===== config.mk =====
export PLATFORM = sky130hd
export DESIGN_NAME = crc_one_check
export DESIGN_NICKNAME = d
export VERILOG_FILES = /design/src/rtl/crc_one_check.sv
export SDC_FILE = /design/constraint.sdc
export NUM_CORES = 1
export LEC_CHECK = 0
export ABC_AREA = 0
export BUFFER_PORTS_ARGS = -buffer_cell sky130_fd_sc_hd__clkbuf_2
export CAP_MARGIN = 20
export CORE_UTILIZATION = 60
export CTS_BUF_LIST = sky130_fd_sc_hd__clkbuf_2 sky130_fd_sc_hd__clkbuf_4 sky130_fd_sc_hd__clkbuf_8
export DETAILED_ROUTE_END_ITERATION = 8
export PLACE_DENSITY_LB_ADDON = 0.1
export REMOVE_ABC_BUFFERS = 1
export SKIP_CTS_REPAIR_TIMING = 1
export SYNTH_ARGS = -nofsm -noshare
export SYNTH_HDL_FRONTEND = slang
export SYNTH_SLANG_ARGS = --single-unit

===== constraint.sdc =====
create_clock -name i_clk -period 2.64 [get_ports i_clk]
set_input_delay 0.66 -clock i_clk [delete_from_list [all_inputs] [get_ports i_clk]]
set_output_delay 0.66 -clock i_clk [all_outputs]
set_load 0.01 [all_outputs]

===== src/rtl/crc_one_check.sv =====
// Receive-side CRC checker: serially re-divides {data, crc} by G(x)
// and reports syndrome, pass flag, recovered data and an error count.
module crc_one_check #(
   parameter int                DATA_W = 3,
   parameter int                CRC_W  = 4,
   parameter logic [CRC_W-1:0]  POLY   = 4'b0011,
   parameter int                CNT_W  = 8
) (
   input  logic              i_clk,
   input  logic              i_rst,
   input  logic              i_valid,
   input  logic [DATA_W-1:0] i_data,
   input  logic [CRC_W-1:0]  i_crc_code,
   output logic              o_busy,
   output logic              o_done,
   output logic              o_ok,
   output logic [CRC_W-1:0]  o_syndrome,
   output logic [DATA_W-1:0] o_data,
   output logic [CNT_W-1:0]  o_err_cnt
);

   localparam int N   = DATA_W + CRC_W;
   localparam int C_W = $clog2(N);

   localparam logic [C_W-1:0] LAST = C_W'(N - 1);

   typedef enum logic [1:0] {
      S_IDLE,
      S_SHIFT,
      S_DONE
   } state_t;

   state_t            state_q, state_d;
   logic [N-1:0]      sr_q, sr_d;
   logic [CRC_W-1:0]  r_q, r_d;
   logic [C_W-1:0]    cnt_q, cnt_d;
   logic [DATA_W-1:0] hold_q, hold_d;
   logic              done_q, done_d;
   logic              ok_q, ok_d;
   logic [CRC_W-1:0]  syn_q, syn_d;
   logic [DATA_W-1:0] data_q, data_d;
   logic [CNT_W-1:0]  err_q, err_d;

   logic              accept;
   logic [CRC_W-1:0]  r_step;

   // One division step: shift the next codeword bit in, reduce by G.
   assign r_step = {r_q[CRC_W-2:0], sr_q[N-1]}
                 ^ (r_q[CRC_W-1] ? POLY : '0);

   always_ff @(posedge i_clk) begin
      if (i_rst) begin
         state_q <= S_IDLE;
         sr_q    <= '0;
         r_q     <= '0;
         cnt_q   <= '0;
         hold_q  <= '0;
         done_q  <= 1'b0;
         ok_q    <= 1'b0;
         syn_q   <= '0;
         data_q  <= '0;
         err_q   <= '0;
      end else begin
         state_q <= state_d;
         sr_q    <= sr_d;
         r_q     <= r_d;
         cnt_q   <= cnt_d;
         hold_q  <= hold_d;
         done_q  <= done_d;
         ok_q    <= ok_d;
         syn_q   <= syn_d;
         data_q  <= data_d;
         err_q   <= err_d;
      end
   end

   always_comb begin
      state_d = state_q;
      sr_d    = sr_q;
      r_d     = r_q;
      cnt_d   = cnt_q;
      hold_d  = hold_q;
      done_d  = 1'b0;
      ok_d    = ok_q;
      syn_d   = syn_q;
      data_d  = data_q;
      err_d   = err_q;
      accept  = 1'b0;

      unique case (state_q)
         S_IDLE: begin
            accept = i_valid;
         end
         S_SHIFT: begin
            sr_d  = sr_q << 1;
            r_d   = r_step;
            cnt_d = cnt_q + C_W'(1);
            if (cnt_q == LAST) begin
               state_d = S_DONE;
            end
         end
         S_DONE: begin
            done_d  = 1'b1;
            ok_d    = (r_q == '0);
            syn_d   = r_q;
            data_d  = hold_q;
            state_d = S_IDLE;
            if ((r_q != '0) && (err_q != '1)) begin
               err_d = err_q + CNT_W'(1);
            end
            accept = i_valid;
         end
         default: begin
            state_d = S_IDLE;
         end
      endcase

      // Accept path is shared by IDLE and DONE so back-to-back words lose no cycle.
      if (accept) begin
         sr_d    = {i_data, i_crc_code};
         hold_d  = i_data;
         r_d     = '0;
         cnt_d   = '0;
         state_d = S_SHIFT;
      end
   end

   assign o_busy     = (state_q == S_SHIFT);
   assign o_done     = done_q;
   assign o_ok       = ok_q;
   assign o_syndrome = syn_q;
   assign o_data     = data_q;
   assign o_err_cnt  = err_q;

endmodule

# Yosys cells after proc, flatten, opt, wreduce, memory -nomap -nowiden
# Index checks and enable logic that the tools add are counted.
dict set report op_classes {
  eq_ne 7
  order_cmp 0
  n_div 0
  multipliers 0
  reduce_logical 10
  add_sub_neg 2
  n_mux 8
  bitwise 2
  shift 0
}
# operator count
set op_table {}
lappend op_table {{$mux W7} 2}
lappend op_table {{$add A8 B1 Y8 const B} 1}
lappend op_table {{$ne A8 B8 Y1 const B} 1}
lappend op_table {{$reduce_and A2 Y1} 3}
lappend op_table {{$logic_not A4 Y1} 1}
lappend op_table {{$mux W2} 2}
lappend op_table {{$pmux W2 S2} 1}
lappend op_table {{$reduce_bool A4 Y1} 1}
lappend op_table {{$reduce_or A2 Y1} 2}
lappend op_table {{$xor A4 B2 Y4} 1}
lappend op_table {{$add A3 B1 Y3 const B} 1}
lappend op_table {{$eq A3 B3 Y1 const B} 1}
lappend op_table {{$mux W1} 3}
lappend op_table {{$ne A3 B1 Y1 const B} 1}
lappend op_table {{$eq A2 B1 Y1 const B} 1}
lappend op_table {{$eq A2 B2 Y1 const B} 1}
lappend op_table {{$logic_not A2 Y1} 1}
lappend op_table {{$ne A2 B1 Y1 const B} 1}
lappend op_table {{$ne A2 B2 Y1 const B} 1}
lappend op_table {{$reduce_bool A2 Y1} 1}
lappend op_table {{$logic_and A1 B1 Y1} 1}
lappend op_table {{$not A1 Y1} 1}
dict set report totals {
  latchBits 0
  reg_bits 36
  mem_count 0
  in_bits 10
  wordCells 40
  ramBits 0
  romBits 0
}

# Logic depth before layout (Yosys ltp)
# Gate-level depths: netlist of the first run.
dict set report logic_depth {
  depth_word 5
  mapped_depth 6
  depth_no_buf 5
}

# Worst setup path before layout of the first run
# Ideal clock, no wire load.
dict set report synth_path {
  kind {register to output}
  from {register state_q[1]}
  to {output port o_busy}
  stages_incl_launch_ff 4
  slack_ps 1082
  n_path_buf 1
  required_ps 1980
  t_arrival_ps 898
  cell_sequence {dfxtp_1 > nand2b_1 > inv_1 > clkbuf_1}
}
dict set report synth_between {
  elab_chain_cells 1
}
# element line_no
set synth_lines {}
lappend synth_lines {{from (decl)} 33} ;# state_t state_q, state_d;
lappend synth_lines {{from (signal assigned)} 64} ;# state_q <= state_d;
lappend synth_lines {{$eq A2 B1 Y1} 128} ;# assign o_busy = (state_q == S_SHIFT);
lappend synth_lines {{to (decl)} 14} ;# output logic o_busy,
# No other way between the ends.

# Worst setup path after layout of the first run
dict set report layout_path {
  from {register state_q[0]}
  to {output port o_busy}
}
# Same word-level chain as after synthesis.

==> out/qor.yml, run 1 <==
antenna_found_initial: 0
hpwl_um: 2070
cp.depth: 3
critPathKind: "flip-flop to primary output"
cp_max_fo: 7
wl_per_cell_um: 12.3
multi_input_area_um2: 684
post_drt_via_cell_ratio: 5.49
holdPathStages: 2
ir_drop_v: 0.000433
cts_max_level: 2
drive_above_1_share_pct: 19.5
gp_congestion: 0.921
swShare_pct: 23.9
fin_util_pct: 73.1
worst_slack_ns: 0.823
synth-edff-count: 0
syn_to_final_growth_pct: 12.7
drc_errors: 0
netSwitchingPower_mw: 0.218
power.internal_mw: 0.695
cp_top_family: "flip-flops"
regArea_um2: 721
root_buffer: "clkbuf_4"
syn-cell-area_um2: 1460
nFillCells: 183
die_w_um: 51.4
io_buffers: 27
dieArea_um2: 2640
grt_max_degree: 29
yosysSeqAreaShare_pct: 49.3
clkTransAtPathRegs_ns: 0.10
yosysTopAreaCellShare_pct: 49.3
r2r_setup_slack_ns: 0.93
arrival_ns: 1.16
grt_pass1_wl_um: 4880
clockBufferDepth: 2
synth_top_cell_by_area: "dfxtp_1"
cts_num_sinks: 36
async_flop_share_pct: 0
io_pins: 28
slew-limit-headroom_pct: 57.0
fin_setup_tns_ns: 0
rsz0062_at_grt: "false"
clock_power_share_pct: 29.7
mostFrequentLayoutCell: "nand2_1"
postRouteAntennaNets: 0
r2r_cells: 4
p_comb_share_pct: 7.8
num_rows: 17
ys_warn_count: 0
cp-end-kind: "primary output"
finClkSkew_ns: 0.00828
period_needed_ns: 1.82
status: "completed"
finalCritPeriodShare_pct: 68.8
finalSetupViolations: 0
max_freq_ghz: 0.550
ys_ff_latch: 36
crit_path_top_delay_cell: "dfxtp_1"
drtIter0Drc: 24
ys_top_cells_by_area: "dfxtp_1 49%, nand2_1 11%, a21oi_1 5.5%"
cts_made_buffers: 5
max_slew.worst_pin.slew_ns: 0.644
globalRoute.totalOverflow: 0
core-area_um2: 2250
hold_class: "flip-flop to flip-flop"
power_density_nw_per_um2: 554
clkLatencyLatePin_ns: 0.32
cts_tree: "yes"
final_cells: 228
drt-total-wl_um: 2810
vias: 1252
required_ns: 1.98
max-cap-violations: 0
fin_nets: 213
leakage_nw: 0.650
synthCells: 174
path_buf_inv: 2
dp.cells: 221
hold_violations: 0
crit_path_max_incr_delay_ns: 0.40
startpoint_type: "flip-flop"
place_ws_ns: 0.889
first_pass_iters: 4
synthFlopType: "dfxtp_1"
p_seq_share_pct: 62.5
crit_chain: "nand2b_1 > inv_1 > clkbuf_2"
drv_slew: 0
start_util_pct: 64.9
antenna_cells: 0
final_cell_mix: "43 x nand2_1, 36 x dfxtp_1, 27 x clkbuf_2, 18 x nor2_1, 16 x a21oi_1"
grt_pass1_vias: 1156
die_h_um: 51.4
synth_cell_types: 31
groute.usage.overall_pct: 25.3
avgSynthCellArea_um2: 8.41
==> flip-flops by register name (all words and copies together), names as in the netlist <==
signal      cells
o_err_cnt       8
sr_q            7
o_syndrome      4
r_q             4
cnt_q           3
hold_q          3
o_data          3
state_q         2
o_done          1
o_ok            1
==> metal layers <==
layer / part of all wire (%) / vias to the layer above / wire, um / GRT usage (%)
li1: - / 649 / - / -
met1: 49 / 573 / 1360 / 30.8
met2: 46 / 28 / 1310 / 41.1
met3: 4.4 / 2 / 124 / 8.33
met4: 0.57 / 0 / 16 / 9.46
met5: 0 / - / 0 / 0
==> kinds of logic after synthesis <==
| kind of cell | Yosys count | share of synthesized area, % |
|---|---|---|
| multiplexers | 2 | 1.37 |
| flip-flops | 36 | 49.3 |
| adder cells (fa/ha/maj) | 3 | 2.57 |
| buffers and inverters | 13 | 3.93 |
| XOR/XNOR | 5 | 2.99 |
| AND/OR/NAND/NOR | 80 | 24.1 |
| AO/OA/AOI/OAI | 35 | 15.7 |
==> cell type report <==
cell class	instances	area share, %
clock buffer	6	2.73
clock inverter	1	0.304
inverter	4	0.911
multi-input combinational	125	41.5
sequential	36	43.7
tap	28	2.13
timing repair buffer	28	8.66
==> worst register-to-register path, delay by kind of cell, from the launching register on <==
kind               cells  cell delay [ns]
and+or+nand+nor        3             0.87
AOI/OAI and AO/OA      1             0.37
DFF                    1             0.35
==> Yosys cell counts, types with 3 or more instances <==
library cell  count
nor3_1            4
nor2_1           18
ha_1              3
nand2_1          43
a311oi_1          3
nand4_1           3
xnor2_1           3
nand2b_1          3
dfxtp_1          36
a211oi_1          5
inv_1             4
a21oi_1          16
clkbuf_1          5
a31oi_1           6
==> power by group through the flow <==
stage | combinational (mW) | sequential (mW) | clock (mW)
after floorplan | 0.0455 | 0.580 | 0
after global placement | 0.0675 | 0.582 | 0
after detailed placement | 0.0716 | 0.583 | 0
after CTS | 0.0720 | 0.571 | 0.279
after global routing | 0.0816 | 0.573 | 0.301
final | 0.0714 | 0.570 | 0.271
==> through the flow <==
stage	power, mW	cell area [um2]	hold slack, ns
after global placement	0.649	1600	0.442
final	0.913	1650	0.460
after detailed placement	0.655	1600	0.447
after CTS	0.921	1650	0.460
after floorplan	0.626	1420	0.426
after global routing	0.956	1650	0.479
==> path summary, 6_finish.rpt <==
kind	from	to
worst min register to register	hold_q[2]	hold_q[2]
worst max register to register	state_q[1]	o_err_cnt[5]
worst min-delay path	hold_q[2]	hold_q[2]
worst max-delay path	state_q[0]	o_busy
(Power assumes the default switching activity.)
==> run 2, diff against run 1 <==
--- a/config.mk
+++ b/config.mk
@@ -8,7 +8,7 @@
 export ABC_AREA = 0
 export BUFFER_PORTS_ARGS = -buffer_cell sky130_fd_sc_hd__clkbuf_2
 export CAP_MARGIN = 20
-export CORE_UTILIZATION = 60
+export CORE_UTILIZATION = 56
 export CTS_BUF_LIST = sky130_fd_sc_hd__clkbuf_2 sky130_fd_sc_hd__clkbuf_4 sky130_fd_sc_hd__clkbuf_8
 export DETAILED_ROUTE_END_ITERATION = 8
 export PLACE_DENSITY_LB_ADDON = 0.1
==> constraint.sdc (replaced) <==
create_clock -name i_clk -period 1.7 [get_ports i_clk]
set_input_delay 0.425 -clock i_clk [delete_from_list [all_inputs] [get_ports i_clk]]
set_output_delay 0.425 -clock i_clk [all_outputs]
set_load 0.01 [all_outputs]
==> out/qor.yml, run 2 (same netlist as run 1, synthesis figures left out) <==
clkTransAtPathRegs_ns: 0.11  # about the same
hold_violations: 0  # unchanged
largest_reg_flops: 8  # unchanged
cts_max_level: 2  # unchanged
cts_num_sinks: 36  # unchanged
final_cell_mix: "43 x nand2_1, 36 x dfxtp_1, 27 x clkbuf_2, 18 x nor2_1, 16 x a21oi_1"
antenna_cells: 0  # unchanged
dp.cells: 228  # +3.2%
grt_pass1_wl_um: 4870  # -0.14%
required_ns: 1.93  # -0.05 ns
globalRoute.totalOverflow: 0  # unchanged
p_total_mw: 1.63  # +78%
drive_above_1_share_pct: 21.8  # +2.3 points
grt_busiest_layer: "met2"
max_slew.worst_pin.slew_ns: 0.466  # -0.178 ns
max-cap-violations: 0  # unchanged
r2r-start: "r_q[0]"
wl_per_cell_um: 12.7  # +2.7%
drv_slew: 0  # unchanged
met2_usage_pct: 40.5  # -0.62 points
antenna_found_initial: 0  # unchanged
io_pins: 28  # unchanged
cp_max_fo: 6  # -1
nFillCells: 231  # +26%
leakage_nw: 0.689  # +5.9%
drt-total-wl_um: 2990  # +6.3%
grt_pass1_vias: 1108  # -4.2%
cp-end-kind: "flip-flop"
syn_to_final_growth_pct: 17.5
gr-usage-met1_pct: 29.2  # -1.6 points
num_rows: 18  # +1
rsz0062_at_grt: "false"
arrival_ns: 1.77  # +0.61 ns
vias: 1302  # +4.0%
core-area_um2: 2480  # +9.9%
fin_setup_tns_ns: 0  # unchanged
die_w_um: 53.1  # +3.4%
period_needed_ns: 1.54
cts_made_buffers: 5  # unchanged
groute.usage.overall_pct: 24.3  # -1.0 points
r2r_cells: 4  # unchanged
postRouteAntennaNets: 0  # unchanged
ir_drop_v: 0.000759  # +75%
cts_tree: "yes"
finClkSkew_ns: 0.0105  # +0.00221 ns
setup.worst_path.start: "r_q[0]"
clockBufferDepth: 2  # unchanged
r2r-end: "o_err_cnt[4]"
clkLatencyLatePin_ns: 0.34  # +0.02 ns
start_util_pct: 59.0  # -5.8 points
holdPathStages: 3  # +1
hold_class: "input pin to flip-flop"
drtIter0Drc: 42  # +75%
fin_nets: 218  # +2.3%
endpoint: "o_err_cnt[4]"
die_h_um: 53.1  # +3.4%
post_drt_via_cell_ratio: 5.52  # +0.47%
design_area_um2: 1720  # +4.3%
grt_max_degree: 17  # -41%
r2r_setup_slack_ns: 0.16  # -0.77 ns
max_freq_ghz: 0.648
finalSetupViolations: 0  # unchanged
first_pass_iters: 4  # unchanged
drc_errors: 0  # unchanged
dieArea_um2: 2820  # +6.8%
status: "completed"
slew-limit-headroom_pct: 68.9  # +12 points
hpwl_um: 2110  # +2.1%
root_buffer: "clkbuf_4"
power_density_nw_per_um2: 946  # +71%
startpoint_type: "flip-flop"
mostFrequentLayoutCell: "nand2_1"
fin_util_pct: 69.3  # -3.7 points
critPathKind: "flip-flop to flip-flop"
finalCritPeriodShare_pct: 90.7
final_cells: 236  # +3.5%
grtUsageMet3_pct: 6.03  # -2.3 points
gp_congestion: 0.804  # -13%
place_area_um2: 1640  # +2.5%
io_buffers: 27  # unchanged
[run 2: cell types whose count changed in the layout (fill, tap and decap cells not counted)]
cell | before | now
buf_4 | 1 | 6
bufinv_16 | 0 | 1
[run 2: metal layers]
layer | vias up | part of all wire, %
met1 | 597 | 47
met5 | - | 0
met2 | 33 | 47
met3 | 7 | 4.4
met4 | 0 | 1.8
li1 | 665 | -
[run 2: worst min path at each step]
| stage | startpoint | end | slack (ns) |
|---|---|---|---|
| after detailed placement | o_syndrome[0] | o_syndrome[0] | 0.45 |
| after floorplan | hold_q[0] | o_data[0] | 0.43 |
| final | i_data[0] | hold_q[0] | 0.32 |
| after global placement | hold_q[2] | o_data[2] | 0.44 |
| after global routing | i_data[1] | hold_q[1] | 0.32 |
| after CTS | i_data[0] | hold_q[0] | 0.32 |
[run 2: cell type report]
class                   instances  area (um2)  share of cell area (%)
clock buffers                   6        45.0                    2.62
clock inverters                 2        35.0                    2.04
inverters                       4        15.0                   0.874
multi-input cells             125         684                    39.8
flip-flops and latches         36         721                    42.0
well taps                      30        37.5                    2.18
repair buffers                 33         180                    10.5
[run 2: critical path, stage by stage (launching register included)]
cell,delay (ns)
dfxtp_1,0.36
or4_4,0.58
and3_4,0.24
a31oi_1,0.19
a311oi_2,0.07
[run 2: where the power goes]
| group | switching, mW | internal, mW |
|---|---|---|
| combinational | 0.0719 | 0.0513 |
| sequential | 0.0175 | 0.869 |
| clock | 0.292 | 0.324 |
| total | 0.381 | 1.24 |
[run 2: metrics by stage]
step           hold WS [ns]  worst slack (ns)
2_1_floorplan         0.426             0.238
3_3_place_gp          0.441             0.207
3_5_place_dp          0.450             0.167
4_1_cts               0.320             0.160
5_1_grt               0.323            0.0255
6_report              0.322             0.158
